<file path="src/rtl/mem_wb_stage_pkg.sv">
// Shared CPU definitions: opcodes, memory-stage states, register constants.
package cpu_pkg;

   localparam logic [3:0] OP_LW   = 4'b0000;
   localparam logic [3:0] OP_SW   = 4'b0001;
   localparam logic [3:0] OP_ADD  = 4'b0100;
   localparam logic [3:0] OP_SUB  = 4'b0101;
   localparam logic [3:0] OP_ADDI = 4'b1000;

   localparam logic [3:0] REG_ZERO = 4'd0;

   typedef enum logic [1:0] {
      IDLE = 2'd0,
      REQ  = 2'd1,
      RESP = 2'd2
   } mem_state_t;

   // True for operations that retire straight from the ALU result.
   function automatic logic is_alu_op(input logic [3:0] op);
      return (op == OP_ADD) || (op == OP_SUB) || (op == OP_ADDI);
   endfunction

   // True for operations that need the data-memory port.
   function automatic logic is_mem_op(input logic [3:0] op);
      return (op == OP_LW) || (op == OP_SW);
   endfunction

endpackage

</file>
<file path="src/rtl/mem_wb_stage_if.sv">
// Data-memory valid/ready port; master is the stage, slave is the memory.
interface mem_wb_stage_if #(
   parameter int DATA_W = 16,
   parameter int ADDR_W = 8
);
   logic              dmem_req;
   logic              dmem_ready;
   logic              dmem_we;
   logic [ADDR_W-1:0] dmem_addr;
   logic [DATA_W-1:0] dmem_wdata;
   logic              dmem_rvalid;
   logic [DATA_W-1:0] dmem_rdata;

   modport master (
      output dmem_req, dmem_we, dmem_addr, dmem_wdata,
      input  dmem_ready, dmem_rvalid, dmem_rdata
   );

   modport slave (
      input  dmem_req, dmem_we, dmem_addr, dmem_wdata,
      output dmem_ready, dmem_rvalid, dmem_rdata
   );
endinterface

</file>
<file path="src/rtl/mem_wb_stage_timeout_ctr.sv">
// Access timeout counter: clear restarts at zero, enable counts up,
// expired flags the last allowed cycle (count == TIMEOUT-1).
module mem_timeout_ctr #(
   parameter int TIMEOUT = 32
) (
   input  logic clk,
   input  logic reset_n,
   input  logic clear,
   input  logic enable,
   output logic expired
);
   localparam int               CNT_W = (TIMEOUT > 2) ? $clog2(TIMEOUT) : 1;
   localparam logic [CNT_W-1:0] LIMIT = CNT_W'(TIMEOUT - 1);

   logic [CNT_W-1:0] cnt_q, cnt_d;

   // Next count: clear wins, then count up while enabled and below the limit.
   always_comb begin
      cnt_d = cnt_q;
      if (clear)
         cnt_d = '0;
      else if (enable && (cnt_q != LIMIT))
         cnt_d = cnt_q + CNT_W'(1);
   end

   // Count register.
   always_ff @(posedge clk or negedge reset_n) begin
      if (!reset_n)
         cnt_q <= '0;
      else
         cnt_q <= cnt_d;
   end

   assign expired = enable && (cnt_q == LIMIT);

endmodule

</file>
<file path="src/rtl/mem_wb_stage.sv">
// Memory-access / writeback stage: ALU ops retire in one cycle, loads and
// stores use the valid/ready data-memory port with a response timeout.
module mem_wb_stage
   import cpu_pkg::*;
#(
   parameter int DATA_W  = 16,
   parameter int ADDR_W  = 8,
   parameter int TIMEOUT = 32
) (
   input  logic              clk,
   input  logic              reset_n,
   // ALU stage handshake
   input  logic              in_valid,
   output logic              in_ready,
   input  logic [3:0]        in_opcode,
   input  logic [3:0]        in_rd,
   input  logic [DATA_W-1:0] in_alu_result,
   input  logic [DATA_W-1:0] in_store_data,
   input  logic [7:0]        in_pc,
   // Data memory
   mem_wb_stage_if.master    dmem,
   // Register-file write port
   output logic              wb_en,
   output logic [3:0]        wb_addr,
   output logic [DATA_W-1:0] wb_data,
   output logic [7:0]        wb_pc,
   // Error pulses
   output logic              err_timeout,
   output logic              err_illegal
);

   mem_state_t        state_q, state_d;
   logic [3:0]        rd_q, rd_d;
   logic [7:0]        pc_q, pc_d;
   logic              req_q, req_d;
   logic              we_q, we_d;
   logic [ADDR_W-1:0] addr_q, addr_d;
   logic [DATA_W-1:0] wdata_q, wdata_d;
   logic              wb_en_q, wb_en_d;
   logic [3:0]        wb_addr_q, wb_addr_d;
   logic [DATA_W-1:0] wb_data_q, wb_data_d;
   logic [7:0]        wb_pc_q, wb_pc_d;
   logic              err_to_q, err_to_d;
   logic              err_il_q, err_il_d;

   logic              ctr_clear, ctr_en, ctr_expired;
   logic              load_done, store_done;

   // Only the low ADDR_W bits of the effective address reach the memory.
   logic unused_addr_hi;
   assign unused_addr_hi = ^in_alu_result[DATA_W-1:ADDR_W];

   mem_timeout_ctr #(.TIMEOUT(TIMEOUT)) u_timeout (
      .clk     (clk),
      .reset_n (reset_n),
      .clear   (ctr_clear),
      .enable  (ctr_en),
      .expired (ctr_expired)
   );

   assign in_ready = (state_q == IDLE);

   // Completion conditions; a load may finish in REQ if rvalid rides with ready.
   assign store_done = (state_q == REQ) && req_q && dmem.dmem_ready && we_q;
   assign load_done  = ((state_q == REQ) && req_q && dmem.dmem_ready && !we_q && dmem.dmem_rvalid)
                    || ((state_q == RESP) && dmem.dmem_rvalid);

   // Next-state and registered-output logic.
   always_comb begin
      // NOTE: every variable gets a default first so no path leaves it
      // unassigned; that is what keeps this block free of inferred latches.
      state_d   = state_q;
      rd_d      = rd_q;
      pc_d      = pc_q;
      req_d     = req_q;
      we_d      = we_q;
      addr_d    = addr_q;
      wdata_d   = wdata_q;
      wb_en_d   = 1'b0;
      wb_addr_d = wb_addr_q;
      wb_data_d = wb_data_q;
      wb_pc_d   = wb_pc_q;
      err_to_d  = 1'b0;
      err_il_d  = 1'b0;
      ctr_clear = 1'b0;
      ctr_en    = 1'b0;

      unique case (state_q)
         IDLE: begin
            if (in_valid) begin
               if (is_alu_op(in_opcode)) begin
                  wb_en_d   = (in_rd != REG_ZERO);
                  wb_addr_d = in_rd;
                  wb_data_d = in_alu_result;
                  wb_pc_d   = in_pc;
               end else if (is_mem_op(in_opcode)) begin
                  rd_d      = in_rd;
                  pc_d      = in_pc;
                  addr_d    = in_alu_result[ADDR_W-1:0];
                  wdata_d   = in_store_data;
                  we_d      = (in_opcode == OP_SW);
                  req_d     = 1'b1;
                  ctr_clear = 1'b1;
                  state_d   = REQ;
               end else begin
                  err_il_d = 1'b1;
               end
            end
         end

         REQ, RESP: begin
            ctr_en = 1'b1;
            if (store_done) begin
               req_d   = 1'b0;
               state_d = IDLE;
            end else if (load_done) begin
               req_d     = 1'b0;
               wb_en_d   = (rd_q != REG_ZERO);
               wb_addr_d = rd_q;
               wb_data_d = dmem.dmem_rdata;
               wb_pc_d   = pc_q;
               state_d   = IDLE;
            end else if (ctr_expired) begin
               req_d    = 1'b0;
               err_to_d = 1'b1;
               state_d  = IDLE;
            end else if (state_q == REQ && dmem.dmem_ready) begin
               req_d   = 1'b0;
               state_d = RESP;
            end
         end

         default: begin
            req_d   = 1'b0;
            state_d = IDLE;
         end
      endcase
   end

   // State and output registers.
   always_ff @(posedge clk or negedge reset_n) begin
      if (!reset_n) begin
         state_q   <= IDLE;
         rd_q      <= '0;
         pc_q      <= '0;
         req_q     <= 1'b0;
         we_q      <= 1'b0;
         addr_q    <= '0;
         wdata_q   <= '0;
         wb_en_q   <= 1'b0;
         wb_addr_q <= '0;
         wb_data_q <= '0;
         wb_pc_q   <= '0;
         err_to_q  <= 1'b0;
         err_il_q  <= 1'b0;
      end else begin
         // NOTE: non-blocking assignments so every flop samples the values
         // from before this edge, independent of statement order.
         state_q   <= state_d;
         rd_q      <= rd_d;
         pc_q      <= pc_d;
         req_q     <= req_d;
         we_q      <= we_d;
         addr_q    <= addr_d;
         wdata_q   <= wdata_d;
         wb_en_q   <= wb_en_d;
         wb_addr_q <= wb_addr_d;
         wb_data_q <= wb_data_d;
         wb_pc_q   <= wb_pc_d;
         err_to_q  <= err_to_d;
         err_il_q  <= err_il_d;
      end
   end

   assign dmem.dmem_req   = req_q;
   assign dmem.dmem_we    = we_q;
   assign dmem.dmem_addr  = addr_q;
   assign dmem.dmem_wdata = wdata_q;
   assign wb_en           = wb_en_q;
   assign wb_addr         = wb_addr_q;
   assign wb_data         = wb_data_q;
   assign wb_pc           = wb_pc_q;
   assign err_timeout     = err_to_q;
   assign err_illegal     = err_il_q;

endmodule

</file>
<file path="src/flat_wrapper.sv">
// flat-port wrapper written by rule: the top's interface ports become plain ports
module mem_wb_stage_flat import cpu_pkg::*;
#(
   parameter int DATA_W  = 16,
   parameter int ADDR_W  = 8,
   parameter int TIMEOUT = 32
)
  (clk, reset_n, in_valid, in_ready, in_opcode, in_rd, in_alu_result, in_store_data, in_pc, wb_en, wb_addr, wb_data, wb_pc, err_timeout, err_illegal, dmem_dmem_req, dmem_dmem_we, dmem_dmem_addr, dmem_dmem_wdata, dmem_dmem_ready, dmem_dmem_rvalid, dmem_dmem_rdata);
  mem_wb_stage_if #(.DATA_W(DATA_W), .ADDR_W(ADDR_W)) dmem_i ();
  input  logic clk;
  input  logic reset_n;
  input  logic in_valid;
  output logic in_ready;
  input  logic [3:0] in_opcode;
  input  logic [3:0] in_rd;
  input  logic [DATA_W-1:0] in_alu_result;
  input  logic [DATA_W-1:0] in_store_data;
  input  logic [7:0] in_pc;
  output logic wb_en;
  output logic [3:0] wb_addr;
  output logic [DATA_W-1:0] wb_data;
  output logic [7:0] wb_pc;
  output logic err_timeout;
  output logic err_illegal;
  output wire logic [$bits(dmem_i.dmem_req)-1:0] dmem_dmem_req;
  output wire logic [$bits(dmem_i.dmem_we)-1:0] dmem_dmem_we;
  output wire logic [$bits(dmem_i.dmem_addr)-1:0] dmem_dmem_addr;
  output wire logic [$bits(dmem_i.dmem_wdata)-1:0] dmem_dmem_wdata;
  input wire logic [$bits(dmem_i.dmem_ready)-1:0] dmem_dmem_ready;
  input wire logic [$bits(dmem_i.dmem_rvalid)-1:0] dmem_dmem_rvalid;
  input wire logic [$bits(dmem_i.dmem_rdata)-1:0] dmem_dmem_rdata;
  assign dmem_dmem_req = dmem_i.dmem_req;
  assign dmem_dmem_we = dmem_i.dmem_we;
  assign dmem_dmem_addr = dmem_i.dmem_addr;
  assign dmem_dmem_wdata = dmem_i.dmem_wdata;
  assign dmem_i.dmem_ready = dmem_dmem_ready;
  assign dmem_i.dmem_rvalid = dmem_dmem_rvalid;
  assign dmem_i.dmem_rdata = dmem_dmem_rdata;
  mem_wb_stage #(.DATA_W(DATA_W), .ADDR_W(ADDR_W), .TIMEOUT(TIMEOUT)) u_core (.clk(clk), .reset_n(reset_n), .in_valid(in_valid), .in_ready(in_ready), .in_opcode(in_opcode), .in_rd(in_rd), .in_alu_result(in_alu_result), .in_store_data(in_store_data), .in_pc(in_pc), .dmem(dmem_i), .wb_en(wb_en), .wb_addr(wb_addr), .wb_data(wb_data), .wb_pc(wb_pc), .err_timeout(err_timeout), .err_illegal(err_illegal));
endmodule
</file>
<file path="config.mk">
export PLATFORM = sky130hd
export DESIGN_NAME = mem_wb_stage_flat
export DESIGN_NICKNAME = d
export VERILOG_FILES = /design/src/rtl/mem_wb_stage_pkg.sv /design/src/rtl/mem_wb_stage_if.sv /design/src/rtl/mem_wb_stage_timeout_ctr.sv /design/src/rtl/mem_wb_stage.sv /design/src/flat_wrapper.sv
export SDC_FILE = /design/constraint.sdc
export NUM_CORES = 1
export LEC_CHECK = 0
export ABC_AREA = 1
export BUFFER_PORTS_ARGS = -buffer_cell sky130_fd_sc_hd__buf_4
export CAP_MARGIN = 25
export CORE_MARGIN = 2
export CORE_UTILIZATION = 47
export CTS_BUF_LIST = sky130_fd_sc_hd__clkbuf_8
export DETAILED_ROUTE_END_ITERATION = 6
export PLACE_DENSITY_LB_ADDON = 0.05
export SETUP_SLACK_MARGIN = 0.05
export SYNTH_ARGS = -nofsm -noshare
export SYNTH_HDL_FRONTEND = slang
export SYNTH_SLANG_ARGS = --single-unit
</file>
<file path="constraint.sdc">
create_clock -name clk -period 4.65 [get_ports clk]
set_input_delay 1.1625 -clock clk [delete_from_list [all_inputs] [get_ports clk]]
set_output_delay 1.1625 -clock clk [all_outputs]
set_load 0.01 [all_outputs]
</file>
==> flow_metrics.tcl, run 1 <==
set metrics [dict create \
    status "finished, final reports clean" \
    cts_setup_buffers 0 \
    die_height_um 92.6 \
    drt_iter0_markers 163 \
    whs_ns 0.477 \
    peakVddDrop_v 0.000358 \
    setup_viol 0 \
    skew_ns 0.0103 \
    clock_sinks 75 \
    syn_avg_cell_area_sq_um 8.34 \
    yosysMostFrequentCell "nand2_1" \
    diodes 0 \
    layout-drive-gt1-share_pct 31.3 \
    fillCellCount 705 \
    slew_viol_final 0 \
    wl_um 8840 \
    row_count 32 \
    cts_tree "done" \
    cp-start-kind "flip-flop" \
    drc 0 \
    floorplan.initialDensity_pct 48.2 \
    synth_top_family_by_area "simple AND/OR/NAND/NOR gates" \
    synth_xor_area_share_pct 0 \
    fin_nets 637 \
    maxCapViolCount 0 \
    synth_compound_area_share_pct 6.75 \
    ios 127 \
    synth_mux_area_share_pct 0 \
    yosysSeqAreaShare_pct 50.9 \
    grt_setup_unrepaired "no" \
    critical_path_class "flip-flop to flip-flop" \
    yosysWarnings 0 \
    synth_area_sq_um 3690 \
    antenna_found_initial 0 \
    cts_root_buf "clkbuf_8" \
    period_share_pct 61.7 \
    critPathLaunch "u_core.state_q[0]" \
    grt_max_degree 76 \
    antenna_left 0 \
    cts_resized 0 \
    path_clk_slew_ns 0.08 \
    yosys_register_bits 75 \
    path_max_fanout 37 \
    num_vias 3196 \
    grt_pass1_vias 3304 \
    avgRoutedWirePerCell_um 13.2 \
    yosys.area_share.adder_pct 2.38 \
    r2r_start "u_core.state_q[0]" \
    numCtsBuffers 9 \
    relSlewSlack_pct 43.8 \
    die_w_um 92.6 \
    die_area_sq_um 8570 \
    fin_tns_setup_ns 0 \
    grt_pass1_wl_um 15100 \
    hpwlAfterDp_um 6030 \
    arrival_ns 3.15 \
    track_usage_pct 22.3 \
    cts_hold_buf 0 \
    clk_path_buf_depth 2 \
    min_from "u_core.wb_data[0]" \
    ctsHtreeMaxLevel 3 \
    ys_top_cells_by_count "nand2_1, dfrtp_1, o21ai_0" \
    fmax_ghz 0.348 \
    leakage_nw 2.68 \
    synthSimpleGateAreaFrac_pct 31.1 \
    synth_cells 442 \
    core_sq_um 7650 \
    synth.net_count 518 \
    syn_to_final_growth_pct 31.6 \
    io_buffers 126 \
    p_per_area_nw_per_um2 699 \
    vias_per_cell 4.78 \
    synth.largest_area_cell "dfrtp_1" \
    cp.required_ns 4.93 \
    min_path_type "flip-flop to flip-flop" \
    synth-main-ff-cell "dfrtp_1" \
    fin_crit_ns 2.87 \
    ys_async_sr_fraction_pct 100 \
    synthDistinctLibCells 23 \
    end_kind "flip-flop" \
    synth_edf_count 0 \
    ys_top_cells_by_area "dfrtp_1, nand2_1, nand3_2" \
    insertion_delay_ns 0.35 \
    gp_congestion 0.771 \
    first_pass_iters 4 \
    grt_overflow 0 \
    hold_viol 0 \
    worst_pin_slew_ns 0.841 \
    fin_util_pct 63.4 \
    synth_top_area_share_pct 50.9 \
]
-- per-stage QoR --
step                      cell area [sq um]  power [mW]  std cells  setup WS (ns)
after floorplan                        3690        2.36        442           2.62
after global placement                 4600        2.81        651           1.68
after detailed placement               4600        2.85        651           1.67
after CTS                              4820        3.43        667           1.74
after global routing                   4850        3.70        668           1.49
final                                  4850        3.39        668           1.78
-- final timing paths --
kind / cells past startpoint / slack (ns) / to
hold reg to reg: 2 / 0.48 / u_core.wb_data[0]
min in group asynchronous: 1 / 0.60 / u_core.dmem.dmem_wdata[11]
setup / recovery: 9 / 1.78 / u_core.wb_addr[1]
setup reg to reg: 9 / 1.78 / u_core.wb_addr[1]
max in group asynchronous: 2 / 3.51 / u_core.wb_addr[2]
hold / removal: 2 / 0.48 / u_core.wb_data[0]
-- worst max-delay path, cell delays in order (launching register included) --
cell,delay [ns]
dfrtp_1,0.48
inv_1,0.11
ha_1,0.58
buf_4,0.41
inv_2,0.19
nand2_2,0.12
nand2_4,0.27
nand2_4,0.39
nand2_1,0.12
nand2_1,0.08
-- sequential cells by signal, summed over array words and instances (netlist names) --
name,count
u_core.wb_en,1
u_core.dmem.dmem_wdata,16
u_core.wb_addr,4
u_core.dmem.dmem_we,1
u_core.pc_q,8
u_core.rd_q,4
u_core.wb_pc,8
u_core.dmem.dmem_addr,8
u_core.state_q,2
u_core.u_timeout.cnt_q,5
u_core.err_timeout,1
u_core.err_illegal,1
u_core.wb_data,16
-- routing by layer --
layer | GRT usage, % | part of all wire (%) | routed length, um | vias to the layer above
met2 | 35.2 | 48 | 4270 | 88
met3 | 6.02 | 6.8 | 603 | 12
met4 | 8.08 | 1.4 | 126 | 0
li1 | - | - | - | 1616
met1 | 29.5 | 43 | 3850 | 1480
met5 | 0 | 0 | 0 | -
-- layout make-up --
class / count / area [sq um] / area share (%)
flip-flops and latches: 75 / 1880 / 38.7
multi-input cells: 306 / 1480 / 30.6
well taps: 102 / 128 / 2.63
inverters: 40 / 150 / 3.09
clock inverters: 6 / 88.8 / 1.83
repair buffers: 129 / 988 / 20.4
clock buffers: 10 / 138 / 2.84
-- power breakdown --
part | internal, mW | total, mW | switching [mW]
registers | 0.957 | 1.14 | 0.182
clock network | 0.317 | 0.563 | 0.247
logic | 0.659 | 1.69 | 1.03
-- logic make-up after synthesis --
logic type               count (synthesis)
buffers and inverters                   61
AO/OA/AOI/OAI                           48
adder cells (fa/ha/maj)                  7
AND/OR/NAND/NOR                        251
flip-flops                              75
-- cell usage in the layout, fill, tap and decap left out, drive strengths merged, types with 5 or more instances in the layout --
cell and instances:
nand2 194, buf 129, dfrtp 75, o21ai 43, inv 40, nand3 37
nor2 11, clkbuf 10, ha 7, nand4 5
No activity file was read; power rests on OpenSTA's default activity.
==> inputs of run 2 (changes only) <==
==> constraint.sdc (replaced) <==
create_clock -name clk -period 2.7 [get_ports clk]
set_input_delay 0.675 -clock clk [delete_from_list [all_inputs] [get_ports clk]]
set_output_delay 0.675 -clock clk [all_outputs]
set_load 0.01 [all_outputs]
==> flow_metrics.tcl, run 2 (synthesized netlist as in run 1, its figures left out) <==
set metrics [dict create \
    antenna_left 0 \
    fin_ws_ns 0.549 \
    arrival_ns 2.38 \
    cts_resized 0 \
    crit_family "simple AND/OR/NAND/NOR gates" \
    cts_setup_buffers 0 \
    wl_um 8670 \
    grt_setup_unrepaired "no" \
    fin_tns_setup_ns 0 \
    max_stage_delay_ns 0.45 \
    fin_crit_ns 2.15 \
    fmax_ghz 0.465 \
    vias_per_cell 4.79 \
    cp.required_ns 2.93 \
    row_count 32 \
    layout_common_cells "nand2_1, buf_4, dfrtp_1, o21ai_0, inv_1" \
    ios 127 \
    hpwlAfterDp_um 6120 \
    r2r_end "u_core.wb_pc[1]" \
    min_path_type "primary input to asynchronous set/reset pin" \
    cp-start-kind "flip-flop" \
    peakVddDrop_v 0.000620 \
    gp_congestion 0.794 \
    insertion_delay_ns 0.34 \
    die_area_sq_um 8570 \
    fin_nets 638 \
    final_common_cell "nand2_1" \
    grt_overflow 0 \
    first_pass_iters 4 \
    grt_pass1_vias 3104 \
    p_per_area_nw_per_um2 1200 \
    end_kind "flip-flop" \
    cts_hold_buf 0 \
    drt_iter0_markers 161 \
    setup_viol 0 \
    cts_root_buf "clkbuf_8" \
    skew_ns 0.00625 \
    clock_sinks 75 \
    grt_pass1_wl_um 14600 \
    fillCellCount 692 \
    track_usage_pct 21.5 \
    relSlewSlack_pct 60.3 \
    die_height_um 92.6 \
    die_w_um 92.6 \
    path_clk_slew_ns 0.08 \
    hold_viol 0 \
    core_sq_um 7650 \
    slew_viol_final 0 \
    maxCapViolCount 0 \
    layout-drive-gt1-share_pct 31.3 \
    place_ws_ns 0.536 \
    period_share_pct 79.7 \
    reg2reg_depth 8 \
    cts_tree "done" \
    leakage_nw 2.68 \
    ctsHtreeMaxLevel 3 \
    clk_path_buf_depth 2 \
    numCtsBuffers 9 \
    floorplan.initialDensity_pct 48.2 \
    cp_slowest_cell "dfrtp_1" \
    worst-path-buf-inv 2 \
    critical_path_class "flip-flop to flip-flop" \
    drc 0 \
    syn_to_final_growth_pct 31.3 \
    r2r_start "u_core.state_q[0]" \
    antenna_found_initial 0 \
    avgRoutedWirePerCell_um 13.0 \
    io_buffers 126 \
    diodes 0 \
    num_vias 3198 \
    fin_util_pct 63.3 \
    worst-r2r-setup-slack_ns 0.55 \
    path_max_fanout 29 \
    grt_max_degree 62 \
    path_cells "inv_1, ha_1, inv_2, nand2_2, nand2_4, nand2_4, nand2_1, nand2_1" \
    status "finished, final reports clean" \
    worst_pin_slew_ns 0.594 \
]
==> run 2: changes by cell type in the layout (fill, tap and decap cells not counted), sizes merged <==
cell,before,now
buf,129,130
clkinvlp,2,1
==> run 2: stage by stage <==
step           power (mW)  hold slack [ns]  cell area [sq um]  cells
4_1_cts              5.88            0.272               4840    668
3_5_place_dp         4.90            0.462               4630    653
6_report             5.81            0.261               4840    668
5_1_grt              6.32            0.274               4840    668
2_1_floorplan        4.06            0.379               3690    442
3_3_place_gp         4.84            0.458               4630    653
==> run 2: per-layer routing <==
layer / part of all wire (%) / track usage, % / vias to the layer above
li1: - / - / 1615
met1: 45 / 28.4 / 1483
met2: 47 / 34.4 / 93
met3: 6.7 / 6.51 / 7
met4: 0.96 / 6.34 / 0
met5: 0 / 0 / -
==> run 2: power breakdown <==
part	switching, mW	internal (mW)	leakage, nW
Combinational	1.75	1.14	1.62
Clock	0.411	0.537	0.108
Sequential	0.316	1.65	0.949
==> run 2: final cells by class <==
cell class | instances | area, sq um | area share, %
multi-input combinational | 306 | 1480 | 30.6
clock inverter | 5 | 77.6 | 1.60
timing repair buffer | 130 | 988 | 20.4
clock buffer | 10 | 138 | 2.84
inverter | 40 | 150 | 3.10
sequential | 75 | 1880 | 38.8
tap | 102 | 128 | 2.64
==> run 2: worst max path at each step <==
stage / start / endpoint / slack [ns] / cells after the start
after floorplan: u_core.state_q[0] / u_core.wb_addr[0] / 1.03 / 9
after global placement: dmem_dmem_ready / u_core.wb_data[6] / 0.61 / 9
after detailed placement: u_core.state_q[0] / u_core.wb_pc[1] / 0.54 / 8
after CTS: u_core.state_q[0] / u_core.wb_pc[1] / 0.51 / 8
after global routing: u_core.state_q[0] / u_core.wb_pc[1] / 0.35 / 8
final: u_core.state_q[0] / u_core.wb_pc[1] / 0.55 / 8
==> run 2: worst reg2reg max path, stage by stage (launching register included) <==
cell and delay (ns):
dfrtp_1 0.45, inv_1 0.10, ha_1 0.34, inv_2 0.20, nand2_2 0.09, nand2_4 0.37
nand2_4 0.29, nand2_1 0.14, nand2_1 0.06
